File: src/rtl/key_event_decoder_if.sv
// Key-event bus: debounced key level in, one-cycle event pulses and busy flag out.
interface key_event_decoder_if;
  logic key_down;
  logic single_click;
  logic double_click;
  logic long_press;
  logic auto_repeat;
  logic busy;

  modport master (
    output key_down,
    input  single_click,
    input  double_click,
    input  long_press,
    input  auto_repeat,
    input  busy
  );

  modport slave (
    input  key_down,
    output single_click,
    output double_click,
    output long_press,
    output auto_repeat,
    output busy
  );
endinterface

File: src/rtl/key_event_decoder.sv
// Turns a debounced key level into single/double click, long press and
// auto-repeat pulses using one shared cycle counter.
module key_event_decoder #(
  parameter int LONG_TIME   = 50_000_000,
  parameter int DOUBLE_GAP  = 12_500_000,
  parameter int REPEAT_TIME = 10_000_000
) (
  input logic              clk,
  input logic              rst,
  key_event_decoder_if.slave kbus
);

  localparam int MAX_TIME =
    (LONG_TIME > DOUBLE_GAP) ? ((LONG_TIME > REPEAT_TIME) ? LONG_TIME : REPEAT_TIME)
                             : ((DOUBLE_GAP > REPEAT_TIME) ? DOUBLE_GAP : REPEAT_TIME);
  localparam int CNT_W = $clog2(MAX_TIME) + 1;

  localparam logic [CNT_W-1:0] LONG_LAST   = CNT_W'(LONG_TIME - 1);
  localparam logic [CNT_W-1:0] GAP_LAST    = CNT_W'(DOUBLE_GAP - 1);
  localparam logic [CNT_W-1:0] REPEAT_LAST = CNT_W'(REPEAT_TIME - 1);

  localparam logic [2:0] IDLE     = 3'd0;
  localparam logic [2:0] PRESS1   = 3'd1;
  localparam logic [2:0] GAP      = 3'd2;
  localparam logic [2:0] LONG     = 3'd3;
  localparam logic [2:0] WAIT_REL = 3'd4;

  logic [2:0]       state, state_next;
  logic [CNT_W-1:0] cnt, cnt_next;
  logic             key_d;
  logic             rise, fall;
  logic             single_next, double_next, long_next, repeat_next;

  assign rise = kbus.key_down & ~key_d;
  assign fall = ~kbus.key_down & key_d;

  // A release always takes priority over a terminal count in the same cycle.
  always_comb begin
    state_next  = state;
    cnt_next    = cnt + CNT_W'(1);
    single_next = 1'b0;
    double_next = 1'b0;
    long_next   = 1'b0;
    repeat_next = 1'b0;
    case (state)
      IDLE: begin
        cnt_next = '0;
        if (rise) state_next = PRESS1;
      end
      PRESS1: begin
        if (fall) begin
          state_next = GAP;
        end else if (cnt == LONG_LAST) begin
          long_next  = 1'b1;
          state_next = LONG;
        end
      end
      GAP: begin
        if (rise) begin
          double_next = 1'b1;
          state_next  = WAIT_REL;
        end else if (cnt == GAP_LAST) begin
          single_next = 1'b1;
          state_next  = IDLE;
        end
      end
      LONG: begin
        if (fall) begin
          state_next = IDLE;
        end else if (cnt == REPEAT_LAST) begin
          repeat_next = 1'b1;
          cnt_next    = '0;
        end
      end
      WAIT_REL: begin
        cnt_next = '0;
        if (fall) state_next = IDLE;
      end
      default: state_next = IDLE;
    endcase
    if (state_next != state) cnt_next = '0;
  end

  // key_d resets high so a key already held at reset release is not a press.
  always_ff @(posedge clk or posedge rst) begin
    if (rst) begin
      state             <= IDLE;
      cnt               <= '0;
      key_d             <= 1'b1;
      kbus.single_click <= 1'b0;
      kbus.double_click <= 1'b0;
      kbus.long_press   <= 1'b0;
      kbus.auto_repeat  <= 1'b0;
      kbus.busy         <= 1'b0;
    end else begin
      state             <= state_next;
      cnt               <= cnt_next;
      key_d             <= kbus.key_down;
      kbus.single_click <= single_next;
      kbus.double_click <= double_next;
      kbus.long_press   <= long_next;
      kbus.auto_repeat  <= repeat_next;
      kbus.busy         <= (state_next != IDLE);
    end
  end

endmodule

File: src/flat_wrapper.sv
// flat-port wrapper written by rule: the top's interface ports become plain ports
module key_event_decoder_flat 
#(
  parameter int LONG_TIME   = 50_000_000,
  parameter int DOUBLE_GAP  = 12_500_000,
  parameter int REPEAT_TIME = 10_000_000
)
  (clk, rst, kbus_key_down, kbus_single_click, kbus_double_click, kbus_long_press, kbus_auto_repeat, kbus_busy);
  key_event_decoder_if kbus_i ();
  input logic clk;
  input logic rst;
  input wire logic [$bits(kbus_i.key_down)-1:0] kbus_key_down;
  output wire logic [$bits(kbus_i.single_click)-1:0] kbus_single_click;
  output wire logic [$bits(kbus_i.double_click)-1:0] kbus_double_click;
  output wire logic [$bits(kbus_i.long_press)-1:0] kbus_long_press;
  output wire logic [$bits(kbus_i.auto_repeat)-1:0] kbus_auto_repeat;
  output wire logic [$bits(kbus_i.busy)-1:0] kbus_busy;
  assign kbus_i.key_down = kbus_key_down;
  assign kbus_single_click = kbus_i.single_click;
  assign kbus_double_click = kbus_i.double_click;
  assign kbus_long_press = kbus_i.long_press;
  assign kbus_auto_repeat = kbus_i.auto_repeat;
  assign kbus_busy = kbus_i.busy;
  key_event_decoder #(.LONG_TIME(LONG_TIME), .DOUBLE_GAP(DOUBLE_GAP), .REPEAT_TIME(REPEAT_TIME)) u_core (.clk(clk), .rst(rst), .kbus(kbus_i));
endmodule
File: config.mk
export PLATFORM = sky130hd
export DESIGN_NAME = key_event_decoder_flat
export DESIGN_NICKNAME = d
export VERILOG_FILES = /design/src/rtl/key_event_decoder_if.sv /design/src/rtl/key_event_decoder.sv /design/src/flat_wrapper.sv
export SDC_FILE = /design/constraint.sdc
export NUM_CORES = 1
export LEC_CHECK = 0
export ABC_AREA = 0
export CAP_MARGIN = 20
export CORE_MARGIN = 2
export CORE_UTILIZATION = 50
export DETAILED_ROUTE_END_ITERATION = 10
export PLACE_DENSITY = 0.68
export SKIP_CTS_REPAIR_TIMING = 1
export SLEW_MARGIN = 20
export SYNTH_ARGS = -nofsm -noshare
export SYNTH_HDL_FRONTEND = slang
export SYNTH_SLANG_ARGS = --single-unit
File: constraint.sdc
create_clock -name clk -period 3.12 [get_ports clk]
set_clock_uncertainty 0.2 [all_clocks]
set_input_delay 0.78 -clock clk [delete_from_list [all_inputs] [get_ports clk]]
set_output_delay 0.78 -clock clk [all_outputs]
set_load 0.1 [all_outputs]
# Word-level counts from Yosys, hierarchy flattened
# Index checks and enable logic that the tools add are counted.
# W data, S select, Z words.
totals:
  register_bits: 36
  latchBits: 0
  mem_bits_rw: 0
  romBits: 0
  output_inout_bits: 5
  word_cells: 47
  mem_count: 0
classes:
  add_sub_neg: 1
  mul: 0
  div: 0
  n_lt_le_gt_ge: 0
  n_eq_ne: 8
  n_shift: 0
  mux: 22
  bitwise: 4
  reduce_logical: 4
ops:
  columns: ["op", "count"]
  rows:
  - ["$mux W27", 3]
  - ["$eq A27 B24 Y1 const B", 2]
  - ["$pmux W27 S2", 1]
  - ["$add A27 B1 Y27 const B", 1]
  - ["$eq A27 B26 Y1 const B", 1]
  - ["$mux W3", 6]
  - ["$pmux W3 S4", 1]
  - ["$mux W1", 11]
  - ["$eq A3 B2 Y1 const B", 2]
  - ["$reduce_or A2 Y1", 2]
  - ["$eq A3 B1 Y1 const B", 1]
  - ["$eq A3 B3 Y1 const B", 1]
  - ["$logic_not A3 Y1", 1]
  - ["$ne A3 B3 Y1", 1]
  - ["$reduce_bool A3 Y1", 1]
  - ["$and A1 B1 Y1", 2]
  - ["$not A1 Y1", 2]

# Longest topological paths before layout
# Gate-level depths: netlist (run 1).
depth:
  ltp_word: 6
  mapped_depth: 7

# Worst setup path before layout (run 1)
# No wires, ideal clock.
synth_path:
  kind: "flip-flop to flip-flop"
  start: "register u_core.cnt[16]"
  end: "register u_core.cnt[1]"
  setup_time_ns: 0.146
  arrival_time_ns: 2.085
  required_ns: 2.774
  setup_slack_ns: 0.689
  stages_incl_launch_ff: 7
  synth_period_minus_slack_ns: 2.431
  cell_sequence: "dfrtp_1 or4b_4 nor4_4 a31oi_1 o311ai_4 buf_6 nor3b_1"
synth_between:
  elab_chain_cells: 6
  word_cells_on_any_way: 13
  classes_between: "eq/ne (4); mux (9)"
synth_rtl:
  columns: ["item", "line", "text"]
  rows:
  - ["start, declared", "key_event_decoder.sv:29", "logic [CNT_W-1:0] cnt, cnt_next;"]
  - ["start signal, assigned", "key_event_decoder.sv:97", "cnt <= cnt_next;"]
  - ["$eq A27 B24 Y1 or $eq A27 B26 Y1 (tied branches)", "key_event_decoder.sv:62, key_event_decoder.sv:53", null]
  - ["$mux W3, on equally long branches", "key_event_decoder.sv:62, key_event_decoder.sv:53", null]
  - ["$mux W3, on equally long branches", "key_event_decoder.sv:59, key_event_decoder.sv:51", null]
  - ["$pmux W3 S4", "key_event_decoder.sv:45", "case (state)"]
  - ["$ne A3 B3 Y1", "key_event_decoder.sv:81", "if (state_next != state) cnt_next = '0;"]
  - ["$mux W27 (*)", "key_event_decoder.sv:81", null]
  - ["net u_core.cnt_next[1]", "key_event_decoder.sv:29", null]
# The timed path passes the listed nets; every way through them passes the cells marked *.

# Final worst setup path (run 1)
layout_path:
  start: "input port kbus_key_down"
  end: "register u_core.cnt[8]"
layout_between:
  elab_chain_cells: 6
  word_cells_on_any_way: 12
  classes_between: "eq/ne (1); mux (8); bitwise (3)"
layout_rtl:
  columns: ["item", "line", "text"]
  rows:
  - ["start, declared", "flat_wrapper.sv:12", "input wire logic [$bits(kbus_i.key_down)-1:0] kbus_key_down;"]
  - ["$not A1 Y1", "key_event_decoder.sv:35", "assign fall = ~kbus.key_down & key_d;"]
  - ["$and A1 B1 Y1", "key_event_decoder.sv:35", null]
  - ["$mux W3, on equally long branches", "key_event_decoder.sv:68, key_event_decoder.sv:77, key_event_decoder.sv:51", null]
  - ["$pmux W3 S4", "key_event_decoder.sv:45", null]
  - ["$ne A3 B3 Y1", "key_event_decoder.sv:81", null]
  - ["$mux W27 (*)", "key_event_decoder.sv:81", null]
  - ["net u_core.cnt_next[8]", "key_event_decoder.sv:29", null]
# Marked as above.

==> results of run 1 <==
## layer usage
metal	up-vias	track usage [%]	share of wire (%)
met5	-	0	0
met4	0	9.44	1.8
met3	9	6.93	4.7
met2	39	33.5	49
met1	759	27.3	45
li1	715	-	-
## logic make-up after synthesis
| kind of cell | share of synthesized area, % |
|---|---|
| buffers and inverters | 5.92 |
| xor gates and xnor gates | 9.81 |
| and+or+nand+nor | 32.7 |
| adders and majority gates | 0.637 |
| AOI/OAI and AO/OA | 4.97 |
| DFF | 45.9 |
## Yosys cell counts, drive strengths merged, types with 2 or more instances
cell type and count:
inv 5, a31oi 3, or4b 3, and4 5, nand2 8, and3 3, nor3b 3, a21oi 4
dfrtp 35, nand4 8, nand2b 2, nand4b 2, nor2 12, xnor2 15, nor4 11, clkbuf 2
buf 4, nand3 12, nor3 31, xor2 7
## worst min-delay path by stage
stage	to	slack, ns	cells past startpoint
final	u_core.cnt[0]	0.34	1
after floorplan	u_core.cnt[0]	0.27	1
after global routing	u_core.cnt[0]	0.36	1
after detailed placement	u_core.cnt[0]	0.33	1
after global placement	u_core.cnt[0]	0.30	1
after CTS	u_core.cnt[0]	0.34	1
## metrics by stage
| stage | setup WS (ns) | hold WS [ns] |
|---|---|---|
| after floorplan | 0.689 | 0.275 |
| after global placement | 0.137 | 0.302 |
| after detailed placement | 0.0190 | 0.328 |
| after CTS | 0.323 | 0.338 |
| after global routing | 0.230 | 0.357 |
| final | 0.298 | 0.336 |
## sequential cells by signal (all words and copies together) (netlist names)
signal                    cells
u_core.cnt                   27
u_core.state                  3
u_core.kbus.auto_repeat       1
u_core.kbus.busy              1
u_core.kbus.double_click      1
u_core.kbus.long_press        1
u_core.kbus.single_click      1
u_core.key_d                  1
## power by group through the flow
stage               clock network [mW]  logic, mW  registers [mW]
global route                     0.437      0.374           0.549
CTS                              0.410      0.345           0.543
detailed placement                   0      0.344           0.552
finish                           0.404      0.345           0.544
global placement                     0      0.332           0.549
floorplan                            0      0.284           0.584
## worst max-delay path, delay by kind of cell
kind / cells / cell delay [ns]
AO/OA/AOI/OAI: 2 / 0.57
buffers and inverters: 2 / 0.78
AND/OR/NAND/NOR: 2 / 0.65
## cell type report
class / count / area, sq um / area share [%]
inverters: 5 / 18.8 / 0.884
clock inverters: 2 / 35.0 / 1.65
flip-flops and latches: 36 / 902 / 42.5
repair buffers: 11 / 87.6 / 4.13
multi-input cells: 140 / 946 / 44.6
clock buffers: 6 / 72.6 / 3.42
well taps: 48 / 60.1 / 2.83
==> flow_metrics.tcl, run 1 <==
set metrics [dict create \
    status "completed" \
    dieArea_sq_um 4450 \
    cp.arrival_ns 2.79 \
    final_layout_size_suffix_gt1_share_pct 13.0 \
    fin_cells 248 \
    routed-via-count 1522 \
    synth_warnings 0 \
    post-route-period-util_pct 90.5 \
    worst_slew_pin_slew_ns 0.656 \
    cap_violations 0 \
    place_congestion 0.868 \
    synthCells 189 \
    placed_cell_area_sq_um 2010 \
    finalInstanceArea_sq_um 2120 \
    nets 203 \
    grt_antenna_before_repair 0 \
    cts_buffer_depth 2 \
    ff2ff_setup_slack_ns 0.49 \
    final_common_cell "dfrtp_1" \
    start_kind "input port" \
    min_period_ns 2.82 \
    power_density_nw_per_um2 609 \
    dp.final_hpwl_um 2820 \
    die_w_um 66.7 \
    synth_nets 193 \
    totalPowerFinal_mw 1.29 \
    hp-class "reg2reg" \
    mostFrequentLayoutCells "35 x dfrtp_1, 30 x nor3_1, 15 x xnor2_1, 12 x nand3_1, 12 x nor2_1" \
    p_comb_share_pct 26.7 \
    avgSynthCellArea_sq_um 10.4 \
    start_util_pct 52.9 \
    setup_violations 0 \
    ff2ff_path_depth 6 \
    synth_cell_type_count 39 \
    drt_pass1_iterations 4 \
    r2r_start "u_core.cnt[16]" \
    dp_cells 240 \
    core_area_sq_um 3720 \
    leakagePower_nw 0.804 \
    crit_slowest_cell "clkdlybuf4s50_1" \
    critPathMaxFanout 27 \
    first_iter_violations 97 \
    grt_pass1_wl_um 7040 \
    cts_sinks 36 \
    yosys.area.top_type "dfrtp_1" \
    ant_nets 0 \
    final_util_pct 57.1 \
    ios 8 \
    groute.usage.overall_pct 21.5 \
    via_per_inst 6.14 \
    portBuffers 7 \
    min_from "u_core.cnt[0]" \
    first_global_vias 1479 \
    relSlewSlack_pct 55.9 \
    worstSetupPathType "in2reg" \
    ys.flop_type "dfrtp_1" \
    setup_tns_ns 0 \
    clk_latency_ns 0.29 \
    switching_share_pct 34.9 \
    die_h_um 66.7 \
    path_clk_slew_ns 0.07 \
    totalWireLength_um 4090 \
    synth-seq-cells 36 \
    crit_path_end_kind "flop" \
    p_switching_mw 0.451 \
    htreeDepth 2 \
    cts_root_buffer "clkbuf_8" \
    final_hold_viol_count 0 \
    fillers 338 \
    antenna_cells 0 \
    r2r_end "u_core.cnt[8]" \
    netlist_area_sq_um 1960 \
    route.detailed.drc 0 \
    fmax_mhz 354 \
    clkPwrFrac_pct 31.2 \
    p_seq_share_pct 42.1 \
    grt_start_max_net_pins 37 \
    cp-endpoint "u_core.cnt[8]" \
    rows 22 \
    async_flop_share_pct 100 \
    yosysTopAreaCellShare_pct 44.6 \
    cts_buffers 5 \
    ir_drop_mv 0.297 \
    slowest_delay_ns 0.53 \
    wire_per_inst_um 16.5 \
    synthTopCellsByArea "dfrtp_1 45%, nor3_1 7.6%, xnor2_1 6.7%" \
    cts_tree "yes" \
    path_cells "clkdlybuf4s50_1 -> and2b_2 -> a211oi_1 -> o311ai_4 -> buf_4 -> nor4_1" \
    synth_edf_count 0 \
    crit_required_ns 3.09 \
    areaGrowthSynthToFinish_pct 8.03 \
    critPathLaunch "kbus_key_down" \
    p_int_mw 0.843 \
    rsz0062_at_grt "no" \
    ys_seq_area_share_pct 45.9 \
    overflow 0 \
    maxSlewViolCount 0 \
]
No activity file was read; power rests on OpenSTA's default activity.
==> run 2, diff against run 1 <==
--- a/config.mk
+++ b/config.mk
@@ -11,4 +11,5 @@
 export CORE_UTILIZATION = 50
 export DETAILED_ROUTE_END_ITERATION = 10
+export GPL_ROUTABILITY_DRIVEN = 0
 export PLACE_DENSITY = 0.68
 export SKIP_CTS_REPAIR_TIMING = 1
==> constraint.sdc (replaced) <==
create_clock -name clk -period 3.12 [get_ports clk]
set_clock_uncertainty 0.2 [all_clocks]
set_input_delay 0.468 -clock clk [delete_from_list [all_inputs] [get_ports clk]]
set_output_delay 0.468 -clock clk [all_outputs]
set_load 0.1 [all_outputs]
==> run 2 against run 1 <==
Net effect: sequential cell count did not move; largest cell class unchanged; critical path type is now reg2reg; worst setup slack lost 0.15 ns; sequential share of layout area is 0.22 points lower.
==> flow_metrics.tcl, run 2 (same netlist as run 1, synthesis figures left out) <==
set metrics [dict create \
    mostFrequentLayoutCells "35 x dfrtp_1, 30 x nor3_1, 15 x xnor2_1, 12 x nand3_1, 12 x nor2_1" \
    setup_slack_ns 0.151 \
    first_global_vias 1470 \
    grt_antenna_before_repair 0 \
    rows 22 \
    final_hold_viol_count 0 \
    fmax_mhz 337 \
    areaGrowthSynthToFinish_pct 8.60 \
    final_layout_size_suffix_gt1_share_pct 13.1 \
    cts_root_buffer "clkbuf_8" \
    grt_start_max_net_pins 37 \
    ios 8 \
    leakagePower_nw 0.809 \
    slowest_delay_ns 0.92 \
    status "completed" \
    relSlewSlack_pct 27.0 \
    start_kind "flop" \
    route.detailed.drc 0 \
    maxSlewViolCount 0 \
    largest_reg_flops 27 \
    cts_buffers 5 \
    ant_nets 0 \
    antenna_cells 0 \
    setup_violations 0 \
    clk_latency_ns 0.29 \
    reg_top3 "u_core.cnt: 27 flops, u_core.state: 3 flops" \
    dp_cells 239 \
    drt_pass1_iterations 4 \
    crit_required_ns 3.04 \
    holdWs_ns 0.336 \
    dieArea_sq_um 4450 \
    cts_tree "yes" \
    die_w_um 66.7 \
    portBuffers 7 \
    totalWireLength_um 4020 \
    hp-class "reg2reg" \
    cts_buffer_depth 2 \
    ir_drop_mv 0.235 \
    groute.usage.overall_pct 20.4 \
    htreeDepth 2 \
    routed-via-count 1471 \
    worst_slew_pin_slew_ns 1.09 \
    grt_pass1_wl_um 6770 \
    fin_cells 247 \
    critPathMaxFanout 27 \
    final_common_cell "dfrtp_1" \
    setup_tns_ns 0 \
    worstSetupPathType "reg2reg" \
    cp.arrival_ns 2.89 \
    fillers 332 \
    rsz0062_at_grt "no" \
    dp.final_hpwl_um 2770 \
    wire_per_inst_um 16.3 \
    final_util_pct 57.4 \
    path_clk_slew_ns 0.07 \
    crit_slowest_cell "o311ai_4" \
    path_cells "or4b_4 -> nor4_4 -> a31oi_1 -> o311ai_4 -> nor4_1" \
    cts_sinks 36 \
    nets 202 \
    via_per_inst 5.96 \
    overflow 0 \
    die_h_um 66.7 \
    first_iter_violations 61 \
    top_register "u_core.cnt" \
    core_area_sq_um 3720 \
    crit_path_end_kind "flop" \
    post-route-period-util_pct 95.2 \
    dp_slack_ns 0.105 \
    cap_violations 0 \
    power_density_nw_per_um2 621 \
    start_util_pct 52.9 \
    min_period_ns 2.97 \
]
[run 2: changes by cell type in the layout (fill, tap and decap cells not counted), sizes merged]
| cell | delta |
|---|---|
| clkbuf | +1 |
| buf | -1 |
| clkinv | -1 |
[run 2: final cells by class]
cell class	count	area (sq um)	area share, %
multi-input combinational	140	946	44.3
sequential	36	902	42.3
clock buffer	7	96.3	4.52
timing repair buffer	10	80.1	3.75
tap	48	60.1	2.82
clock inverter	1	30.0	1.41
inverter	5	18.8	0.880
[run 2: metal layers]
metal  track usage [%]  up-vias  wire length, um
li1                  -      714                -
met1              27.5      722             1850
met2              31.8       29             1950
met3              3.55        6              163
met4              9.95        0               61
met5                 0        -                0
[run 2: where the power goes]
| part | total, mW | internal, mW | leakage, nW | switching [mW] |
|---|---|---|---|---|
| Clock | 0.450 | 0.282 | 0.0645 | 0.168 |
| Combinational | 0.331 | 0.0959 | 0.253 | 0.235 |
| Sequential | 0.544 | 0.500 | 0.492 | 0.0438 |
| Total | 1.32 | 0.878 | 0.809 | 0.446 |
[run 2: per-stage QoR]
stage	power, mW	area [sq um]
after floorplan	0.868	1960
after global placement	0.873	2010
after detailed placement	0.883	2010
after CTS	1.33	2130
after global routing	1.38	2130
final	1.32	2130
[run 2: path summary, 6_finish.rpt]
| check | start | to | slack (ns) | cells past startpoint |
|---|---|---|---|---|
| worst max-delay path | u_core.cnt[16] | u_core.cnt[3] | 0.15 | 5 |
| worst min-delay path | u_core.cnt[0] | u_core.cnt[0] | 0.34 | 1 |
| worst max register to register | u_core.cnt[16] | u_core.cnt[3] | 0.15 | 5 |
| worst min register to register | u_core.cnt[0] | u_core.cnt[0] | 0.34 | 1 |
| max in group asynchronous | rst | u_core.key_d | 2.00 | 3 |
| min in group asynchronous | rst | u_core.cnt[7] | 0.38 | 3 |
[run 2: worst max-delay path: cells and delay by family (launching register included)]
kind            cells  cell delay (ns)
compound gates      2             1.10
simple gates        3             1.05
flops               1             0.43
==> run 3, diff against run 2 <==
- DONT_BUFFER_PORTS: not set -> 1
- PLACE_DENSITY: 0.68 -> not set
==> run 3 against run 2 <==
Net effect: the flow now finishes with violations (hold timing); register-to-register slack gained 0.40 ns; final cell count shrank 2.0%; largest cell class unchanged; hold slack worse by 0.37 ns.
==> flow_metrics.tcl, run 3 (same netlist as run 1, synthesis figures left out) <==
set metrics [dict create \
    status "finished, violations left" \
    failed_checks "hold timing" \
    r2r_start "u_core.cnt[16]" \
    dp_slack_ns 0.564 \
    holdWs_ns -0.0384 \
    ir_drop_mv 0.223 \
    htreeDepth 2 \
    nets 197 \
    final_hold_viol_count 17 \
    dp_cells 233 \
    grt_pass1_wl_um 6610 \
    setup_slack_ns 0.551 \
    core_area_sq_um 3720 \
    rsz0062_at_grt "no" \
    worstSetupPathType "reg2reg" \
    maxSlewViolCount 0 \
    routed-via-count 1461 \
    overflow 0 \
    reg_top3 "u_core.cnt: 27 flops, u_core.state: 3 flops" \
    mostFrequentLayoutCells "35 x dfrtp_1, 30 x nor3_1, 15 x xnor2_1, 12 x nand3_1, 12 x nor2_1" \
    ant_nets 0 \
    dieArea_sq_um 4450 \
    min_period_ns 2.57 \
    first_iter_violations 105 \
    critPathLaunch "u_core.cnt[16]" \
    worst_slew_pin_slew_ns 0.863 \
    dp.final_hpwl_um 2660 \
    cts_sinks 36 \
    crit_path_end_kind "flop" \
    die_h_um 66.7 \
    clk_latency_ns 0.28 \
    grt_start_max_net_pins 28 \
    portBuffers 0 \
    fmax_mhz 389 \
    cap_violations 0 \
    via_per_inst 6.04 \
    final_common_cell "dfrtp_1" \
    rows 22 \
    route.detailed.drc 0 \
    drt_pass1_iterations 4 \
    post-route-period-util_pct 82.3 \
    grt_antenna_before_repair 0 \
    hp-class "in2async" \
    groute.usage.overall_pct 20.0 \
    setup_tns_ns 0 \
    cts_buffers 5 \
    areaGrowthSynthToFinish_pct 4.71 \
    wire_per_inst_um 15.7 \
    final_layout_size_suffix_gt1_share_pct 10.3 \
    start_util_pct 52.9 \
    cts_root_buffer "clkbuf_8" \
    antenna_cells 0 \
    power_density_nw_per_um2 586 \
    largest_reg_flops 27 \
    cts_buffer_depth 2 \
    crit_required_ns 3.08 \
    setup_violations 0 \
    met1_usage_pct 26.2 \
    path_clk_slew_ns 0.07 \
    start_kind "flop" \
    use_met3_pct 5.07 \
    top_register "u_core.cnt" \
    fin_cells 242 \
    cp.arrival_ns 2.53 \
    totalWireLength_um 3790 \
    busiest_layer "met2" \
    fillers 346 \
    ios 8 \
    die_w_um 66.7 \
    critPathMaxFanout 27 \
    first_global_vias 1419 \
    leakagePower_nw 0.765 \
    cts_tree "yes" \
    met2_usage_pct 31.4 \
    relSlewSlack_pct 42.5 \
]
==> run 3: final timing paths <==
kind | end | slack (ns) | cells past startpoint
min | u_core.cnt[4] | -0.04 | 1
max reg2reg | u_core.cnt[26] | 0.55 | 6
min reg2reg | u_core.cnt[0] | 0.33 | 1
max in group asynchronous | u_core.key_d | 2.00 | 2
max | u_core.cnt[26] | 0.55 | 6
min in group clk | u_core.kbus.double_click | 0.19 | 2
==> run 3: final cells by class <==
| cell class | instances | area (sq um) | share of cell area (%) |
|---|---|---|---|
| Timing Repair Buffer | 5 | 40.0 | 1.95 |
| Inverter | 5 | 18.8 | 0.912 |
| Sequential cell | 36 | 902 | 43.9 |
| Multi-Input combinational cell | 140 | 946 | 46.0 |
| Tap cell | 48 | 60.1 | 2.92 |
| Clock buffer | 8 | 90.1 | 4.38 |
==> run 3: worst max-delay path, cell delays in order (launching register included) <==
cell,delay [ns]
dfrtp_1,0.43
or4b_4,0.60
nor4_4,0.29
a31oi_1,0.18
o311ai_4,0.29
buf_4,0.34
nor3_1,0.11
==> run 3: through the flow <==
stage	cell area, sq um	total power, mW	utilization, %
final	2060	1.21	55.4
after global routing	2060	1.28	55.4
after CTS	2050	1.22	55.1
after detailed placement	1960	0.880	52.7
after global placement	1960	0.873	52.7
after floorplan	1960	0.868	-
==> run 3: power breakdown <==
part	leakage (nW)	total, mW	internal, mW	switching, mW
clock network	0.0455	0.332	0.180	0.153
logic	0.228	0.274	0.0940	0.180
registers	0.492	0.599	0.500	0.0998
==> run 3: layer usage <==
metal  routed length, um  vias up
li1                    -      704
met3                 137        2
met5                   0        -
met2                1860       33
met1                1770      722
met4                  23        0
